===== config.mk =====
export PLATFORM = sky130hd
export DESIGN_NAME = param_lifo_stack
export DESIGN_NICKNAME = d
export VERILOG_FILES = /design/src/rtl/param_lifo_stack.sv
export SDC_FILE = /design/constraint.sdc
export NUM_CORES = 1
export LEC_CHECK = 0
export BUFFER_PORTS_ARGS = -buffer_cell sky130_fd_sc_hd__buf_4
export CAP_MARGIN = 20
export CORE_ASPECT_RATIO = 1.5
export CORE_MARGIN = 2
export CORE_UTILIZATION = 50
export CTS_CLUSTER_SIZE = 12
export DETAILED_ROUTE_END_ITERATION = 6
export GPL_ROUTABILITY_DRIVEN = 0
export PLACE_DENSITY = 0.7
export SETUP_SLACK_MARGIN = 0.1
export SYNTH_ARGS = -nofsm -noshare
export SYNTH_HDL_FRONTEND = slang
export SYNTH_SLANG_ARGS = --single-unit
export TNS_END_PERCENT = 100

===== constraint.sdc =====
create_clock -name clk -period 3.6 [get_ports clk]
set_input_delay 0.36 -clock clk [delete_from_list [all_inputs] [get_ports clk]]
set_output_delay 0.36 -clock clk [all_outputs]
set_load 0.01 [all_outputs]

===== src/rtl/param_lifo_stack.sv =====
// Parametrised LIFO stack with registered top-of-stack, count/full/empty status,
// per-operation done pulse, atomic replace-top on push+pop and sticky over/underflow errors.
module param_lifo_stack #(
  parameter int WIDTH = 8,
  parameter int DEPTH = 16,
  localparam int CW = $clog2(DEPTH + 1)
) (
  input  logic             clk,
  input  logic             rst_n,
  input  logic             clear,
  input  logic             push,
  input  logic             pop,
  input  logic [WIDTH-1:0] din,
  output logic [WIDTH-1:0] dout,
  output logic [CW-1:0]    count,
  output logic             empty,
  output logic             full,
  output logic             done,
  output logic             ovf_err,
  output logic             unf_err,
  output logic             o_dbg_state
);

  localparam int AW = (DEPTH > 1) ? $clog2(DEPTH) : 1;
  localparam logic [CW-1:0] C_DEPTH = CW'(DEPTH);

  typedef enum logic {
    ST_OK  = 1'b0,
    ST_ERR = 1'b1
  } state_t;

  state_t           r_state;
  logic [WIDTH-1:0] r_mem [DEPTH];
  logic [WIDTH-1:0] r_dout;
  logic [CW-1:0]    r_count;
  logic             r_done;
  logic             r_ovf;
  logic             r_unf;

  logic             w_ok;
  logic             w_push_only;
  logic             w_pop_only;
  logic             w_both;
  logic             w_do_push;
  logic             w_do_repl;
  logic             w_do_pop;
  logic             w_ovf;
  logic             w_unf;
  logic [AW-1:0]    w_wr_idx;
  logic [AW-1:0]    w_below_idx;
  logic [WIDTH-1:0] w_pop_data;

  assign empty       = (r_count == '0);
  assign full        = (r_count == C_DEPTH);
  assign dout        = r_dout;
  assign count       = r_count;
  assign done        = r_done;
  assign ovf_err     = r_ovf;
  assign unf_err     = r_unf;
  assign o_dbg_state = (r_state == ST_ERR);

  // Push+pop on an empty stack degrades to a plain push; on a full stack it is a replace.
  assign w_ok        = (r_state == ST_OK) && !clear;
  assign w_push_only = w_ok && push && !pop;
  assign w_pop_only  = w_ok && pop && !push;
  assign w_both      = w_ok && push && pop;
  assign w_do_push   = (w_push_only && !full) || (w_both && empty);
  assign w_do_repl   = w_both && !empty;
  assign w_do_pop    = w_pop_only && !empty;
  assign w_ovf       = w_push_only && full;
  assign w_unf       = w_pop_only && empty;

  assign w_wr_idx    = w_do_repl ? AW'(r_count - CW'(1)) : AW'(r_count);
  assign w_below_idx = AW'(r_count - CW'(2));
  assign w_pop_data  = (r_count >= CW'(2)) ? r_mem[w_below_idx] : '0;

  always_ff @(posedge clk) begin
    if (w_do_push || w_do_repl) begin
      r_mem[w_wr_idx] <= din;
    end
  end

  always_ff @(posedge clk or negedge rst_n) begin
    if (!rst_n) begin
      r_state <= ST_OK;
      r_dout  <= '0;
      r_count <= '0;
      r_done  <= 1'b0;
      r_ovf   <= 1'b0;
      r_unf   <= 1'b0;
    end else if (clear) begin
      r_state <= ST_OK;
      r_dout  <= '0;
      r_count <= '0;
      r_done  <= 1'b0;
      r_ovf   <= 1'b0;
      r_unf   <= 1'b0;
    end else begin
      case (r_state)
        ST_OK: begin
          r_done <= w_do_push || w_do_repl || w_do_pop;
          if (w_do_push) begin
            r_count <= r_count + CW'(1);
            r_dout  <= din;
          end else if (w_do_repl) begin
            r_dout  <= din;
          end else if (w_do_pop) begin
            r_count <= r_count - CW'(1);
            r_dout  <= w_pop_data;
          end else if (w_ovf) begin
            r_ovf   <= 1'b1;
            r_state <= ST_ERR;
          end else if (w_unf) begin
            r_unf   <= 1'b1;
            r_state <= ST_ERR;
          end
        end
        ST_ERR: begin
          r_done <= 1'b0;
        end
        default: begin
          r_state <= ST_OK;
          r_done  <= 1'b0;
        end
      endcase
    end
  end

endmodule


==> results of run 1 <==
-- synthesized netlist by cell type (2+ instances only) --
library cell	number
ha_1	7
a222oi_1	8
a221oi_1	2
mux4_2	32
a21oi_1	9
a32oi_1	2
nand2b_1	5
dfrtp_1	17
o21bai_1	2
nor2_1	28
a31oi_1	5
o21ai_0	11
inv_1	9
mux2_2	8
nor3b_1	4
nor3_1	8
clkbuf_1	6
or4b_1	2
nand3_1	5
buf_2	8
edfxtp_1	128
xnor2_1	3
nand2_1	10
mux2i_1	9
or3b_2	2
-- report_power, final --
group	total, mW	internal, mW	switching [mW]
logic	1.84	0.821	1.02
clock network	1.76	1.09	0.670
registers	2.07	1.98	0.0907
-- through the flow --
step                      setup WS [ns]  hold WS, ns  utilization, %  power [mW]  instance area (um2)
after detailed placement          0.544        0.256            54.8        3.96                 6550
after global routing              0.312        0.231            59.8        5.92                 7150
after CTS                         0.539        0.215            59.8        5.72                 7150
after global placement            0.649        0.247            54.8        3.92                 6550
final                             0.565        0.223            59.8        5.68                 7150
after floorplan                   0.143       0.0644               -        3.37                 6140
-- flip-flops by register name, indices dropped and copies added, names as in the netlist --
register and cells:
r_mem 128, dout 8, count 5, done 1, o_dbg_state 1, ovf_err 1
unf_err 1
-- metal layers --
layer | global-route usage (%) | share of wire [%]
met3 | 3.36 | 3.8
met5 | 0 | 0
met2 | 36.5 | 54
met4 | 9.99 | 2.9
met1 | 26.6 | 39
-- worst max-delay path, stage by stage, from the launching register on --
cell     delay (ns)
dfrtp_2        0.40
inv_1          0.18
ha_1           0.30
nor3b_1        0.29
nor3_1         0.12
nor4_1         0.50
nand2_1        0.19
nor2_1         0.67
-- worst paths after layout --
kind	startpoint	endpoint	slack [ns]	cells after the start
worst min-delay path	clear	ovf_err$_DFFE_PN0P_	0.22	2
worst max register to register	count[0]$_DFFE_PN0P_	r_mem[10][4]$_DFFE_PP_	0.56	7
worst min register to register	ovf_err$_DFFE_PN0P_	ovf_err$_DFFE_PN0P_	0.50	2
min in group asynchronous	rst_n	ovf_err$_DFFE_PN0P_	0.36	2
worst max-delay path	count[0]$_DFFE_PN0P_	r_mem[10][4]$_DFFE_PP_	0.56	7
max in group asynchronous	rst_n	count[0]$_DFFE_PN0P_	3.02	2
-- logic make-up (layout without fill, tap and decap cells) --
kind of cell / count (synthesis) / after routing / synth area share (%)
AND/OR/NAND/NOR: 73 / 73 / 6.20
adder cells (fa/ha/maj): 7 / 7 / 1.43
flip-flops: 145 / 145 / 69.6
XOR/XNOR: 4 / 4 / 0.571
AO/OA/AOI/OAI: 48 / 48 / 5.57
buffers and inverters: 26 / 82 / 1.94
multiplexers: 49 / 49 / 14.7
-- area by class of cell --
type | count | share of cell area, %
Multi-Input combinational cell | 181 | 24.6
Tap cell | 153 | 2.68
Clock buffer | 20 | 6.10
Sequential cell | 145 | 59.7
Inverter | 9 | 0.472
Clock inverter | 12 | 2.19
Timing Repair Buffer | 41 | 4.29
-- what timing repair did --
| item | 4_1_cts | 5_1_grt |
|---|---|---|
| hold buffers | 1 | 0 |
| setup endpoints to repair | 0 | 0 |
| endpoints found under the hold margin | 17 | 0 |
==> results_dict.tcl, run 1 <==
set metrics [dict create \
    worstPathRequired_ns 3.64 \
    synth.distinct_cells 47 \
    post-route-period-util_pct 84.3 \
    clk_pin_slew_ns 0.06 \
    num_rows 49 \
    end_kind "flip-flop" \
    worst_pin_slew_ns 1.04 \
    total_leakage_power_nw 2.43 \
    grt_overflow 0 \
    path_class "reg -> reg" \
    cts_resized 0 \
    cts.sinks 145 \
    ys_warn_count 0 \
    cts_setup_buffers 0 \
    grt_antenna_before_repair 0 \
    synth_edf_count 128 \
    ys_async_sr_fraction_pct 11.7 \
    first_global_vias 3551 \
    drtIter0Drc 294 \
    synth_area_leaders "edfxtp_1 (63%), mux4_2 (12%), dfrtp_1 (6.9%)" \
    numPlacedInstances 528 \
    fp.dieW_um 94.4 \
    max_clock_freq_mhz 329 \
    violations "DRC" \
    synth_top_flop_cell "edfxtp_1" \
    cellPowerDensity_nw_per_um2 794 \
    antenna_cells 0 \
    layout.area.seq_um2 4270 \
    io_pins 32 \
    peakVddDrop_uv 428 \
    final_cells 561 \
    core_area_um2 12000 \
    numCtsBuffers 17 \
    initial_utilization_pct 51.3 \
    netlist_area_um2 6130 \
    max-slew-margin-rel_pct 29.6 \
    layout_common_cells "edfxtp_1 (128), buf_4 (39), mux4_2 (32)" \
    hold_class "in -> reg" \
    yosysSeqAreaShare_pct 69.6 \
    io_buffers 31 \
    root_buffer "clkbuf_16" \
    grt_max_degree 44 \
    layout.nets 415 \
    dr.pass1.iters 7 \
    cts_buffer_depth 2 \
    cp_data_arrival_time_ns 3.08 \
    yosysTopAreaCell "edfxtp_1" \
    htreeDepth 4 \
    multi_input_area_um2 1760 \
    finalClockSkew_ns 0.0102 \
    areaGrowthSynthToFinish_pct 16.6 \
    nFillCells 906 \
    grt_pass1_wl_um 20500 \
    synth_cells 352 \
    cts_tree "built" \
    avgSynthCellArea_um2 17.4 \
    synth_top_area_share_pct 62.7 \
    place_hpwl_um 8590 \
    wirelength_um 12900 \
    synth_fp_nets 372 \
    crit_path_max_fanout 8 \
    setup_viol 0 \
    die_h_um 140 \
    drc 1 \
    vias_per_cell 6.00 \
    hold_violations 0 \
    drv_cap 0 \
    start_kind "flip-flop" \
    fin_tns_setup_ns 0 \
    fin_crit_ns 3.04 \
    rsz0062_at_grt "false" \
    slew_viol_final 0 \
    clk_latency_ns 0.42 \
    track_usage_pct 21.4 \
    outcome "finished, violations left" \
    layout_commonest_cell "edfxtp_1" \
    die_area_um2 13200 \
    routedWlPerCell_um 23.1 \
    layout-drive-gt1-share_pct 28.2 \
    vias 3364 \
    ant_nets 0 \
    synth_seq_cells 145 \
]
No activity file was read; power rests on OpenSTA's default activity.
==> inputs of run 2 (changes only) <==
==> constraint.sdc (replaced) <==
create_clock -name clk -period 2.7 [get_ports clk]
set_input_delay 0.27 -clock clk [delete_from_list [all_inputs] [get_ports clk]]
set_output_delay 0.27 -clock clk [all_outputs]
set_load 0.01 [all_outputs]
==> run 2 against run 1 <==
Against the previous run:
- the run now ends clean
- via count rose by 3.9%
- hold slack got worse by 0.030 ns
- register-to-register slack got worse by 0.39 ns
- largest cell class unchanged
- highest routed layer unchanged
==> results_dict.tcl, run 2 (synthesis gave the netlist of run 1 again) <==
set metrics [dict create \
    setup_viol 0 \
    clk_latency_ns 0.42 \
    die_h_um 140 \
    worst_pin_slew_ns 0.858 \
    dr.pass1.iters 5 \
    drv_cap 0 \
    cts_tree "built" \
    outcome "completed" \
    total_power_mw 7.76 \
    final_cells 575 \
    numCtsBuffers 17 \
    max-slew-margin-rel_pct 42.5 \
    grt_pass1_wl_um 20400 \
    io_buffers 31 \
    io_pins 32 \
    cts_buffer_depth 2 \
    fin_crit_ns 2.52 \
    vias 3496 \
    peakVddDrop_uv 699 \
    path_class "reg -> reg" \
    core_area_um2 12000 \
    areaGrowthSynthToFinish_pct 22.2 \
    hold_class "in -> reg" \
    htreeDepth 4 \
    start_kind "flip-flop" \
    hold_violations 0 \
    die_area_um2 13200 \
    root_buffer "clkbuf_16" \
    cp_data_arrival_time_ns 2.58 \
    numPlacedInstances 537 \
    max_clock_freq_mhz 396 \
    end_kind "flip-flop" \
    cts.sinks 145 \
    vias_per_cell 6.08 \
    antenna_cells 0 \
    layout_common_cells "edfxtp_1 (128), buf_4 (49), mux4_2 (32)" \
    slew_viol_final 0 \
    num_rows 49 \
    drc 0 \
    grt_max_degree 41 \
    post-route-period-util_pct 93.5 \
    rsz0062_at_grt "true" \
    track_usage_pct 21.9 \
    ant_nets 0 \
    first_global_vias 3614 \
    grt_antenna_before_repair 0 \
    layout.area.seq_um2 4270 \
    finalClockSkew_ns 0.00590 \
    cellPowerDensity_nw_per_um2 1040 \
    multi_input_area_um2 1950 \
    largest_register_ffs 128 \
    regMostFlops "r_mem" \
    total_leakage_power_nw 2.54 \
    routedWlPerCell_um 23.7 \
    layout-drive-gt1-share_pct 38.4 \
    layout.nets 429 \
    drtIter0Drc 294 \
    place_hpwl_um 8680 \
    nFillCells 844 \
    clk_pin_slew_ns 0.06 \
    grt_overflow 0 \
    fin_tns_setup_ns 0 \
    setup_ws_ns 0.177 \
    crit_path_max_fanout 8 \
    fp.dieW_um 94.4 \
    pre_cts_slack_ns 0.132 \
    worstPathRequired_ns 2.75 \
    initial_utilization_pct 51.3 \
    layout_commonest_cell "edfxtp_1" \
    wirelength_um 13600 \
]
==> run 2: metrics by stage <==
stage | util [%] | hold WS (ns) | instance area (um2)
after global routing | 62.7 | 0.191 | 7500
after detailed placement | 56.7 | 0.161 | 6780
final | 62.7 | 0.193 | 7500
after CTS | 61.5 | 0.179 | 7350
after floorplan | - | -0.0256 | 6350
after global placement | 56.7 | 0.157 | 6780
==> run 2: report_power, final <==
group	internal [mW]	switching, mW
logic	1.29	1.55
clock network	1.29	0.883
registers	2.64	0.110
total	5.22	2.54
==> run 2: worst max-delay path: stages (launching register included) <==
cell     delay, ns
dfrtp_2       0.45
inv_8         0.09
ha_4          0.15
or4b_4        0.52
and3_4        0.24
nor3_4        0.15
a31oi_4       0.10
nor3_4        0.45
==> run 2: layer usage <==
layer	part of all wire, %	vias up	track usage [%]	wire, um
met1	39	1812	26.9	5320
li1	-	1540	-	-
met2	54	116	36.2	7290
met5	0	-	0	0
met3	4.1	28	5.09	559
met4	3.3	0	10.6	446
==> run 2: worst paths after layout <==
| kind | to | slack [ns] | from | cells past startpoint |
|---|---|---|---|---|
| worst min register to register | ovf_err$_DFFE_PN0P_ | 0.51 | ovf_err$_DFFE_PN0P_ | 2 |
| min in group asynchronous | count[3]$_DFFE_PN0P_ | 0.27 | rst_n | 2 |
| worst max-delay path | r_mem[8][6]$_DFFE_PP_ | 0.18 | count[0]$_DFFE_PN0P_ | 7 |
| max in group asynchronous | count[0]$_DFFE_PN0P_ | 2.20 | rst_n | 2 |
| worst min-delay path | r_mem[12][2]$_DFFE_PP_ | 0.19 | din[2] | 1 |
| worst max register to register | r_mem[8][6]$_DFFE_PP_ | 0.18 | count[0]$_DFFE_PN0P_ | 7 |
==> run 2: layout make-up <==
class	instances	area share, %
multi-input cells	181	26.0
flip-flops and latches	145	57.0
clock inverters	13	1.52
inverters	9	0.618
well taps	153	2.55
clock buffers	19	5.91
repair buffers	55	6.38
==> run 2: repair_timing <==
| item | CTS | global route |
|---|---|---|
| hold endpoints to repair | 17 | 0 |
| gates resized for setup | 0 | 10 |
| setup buffers | 0 | 5 |
| endpoints found under the setup margin | 0 | 96 |
| hold buffers | 1 | 0 |
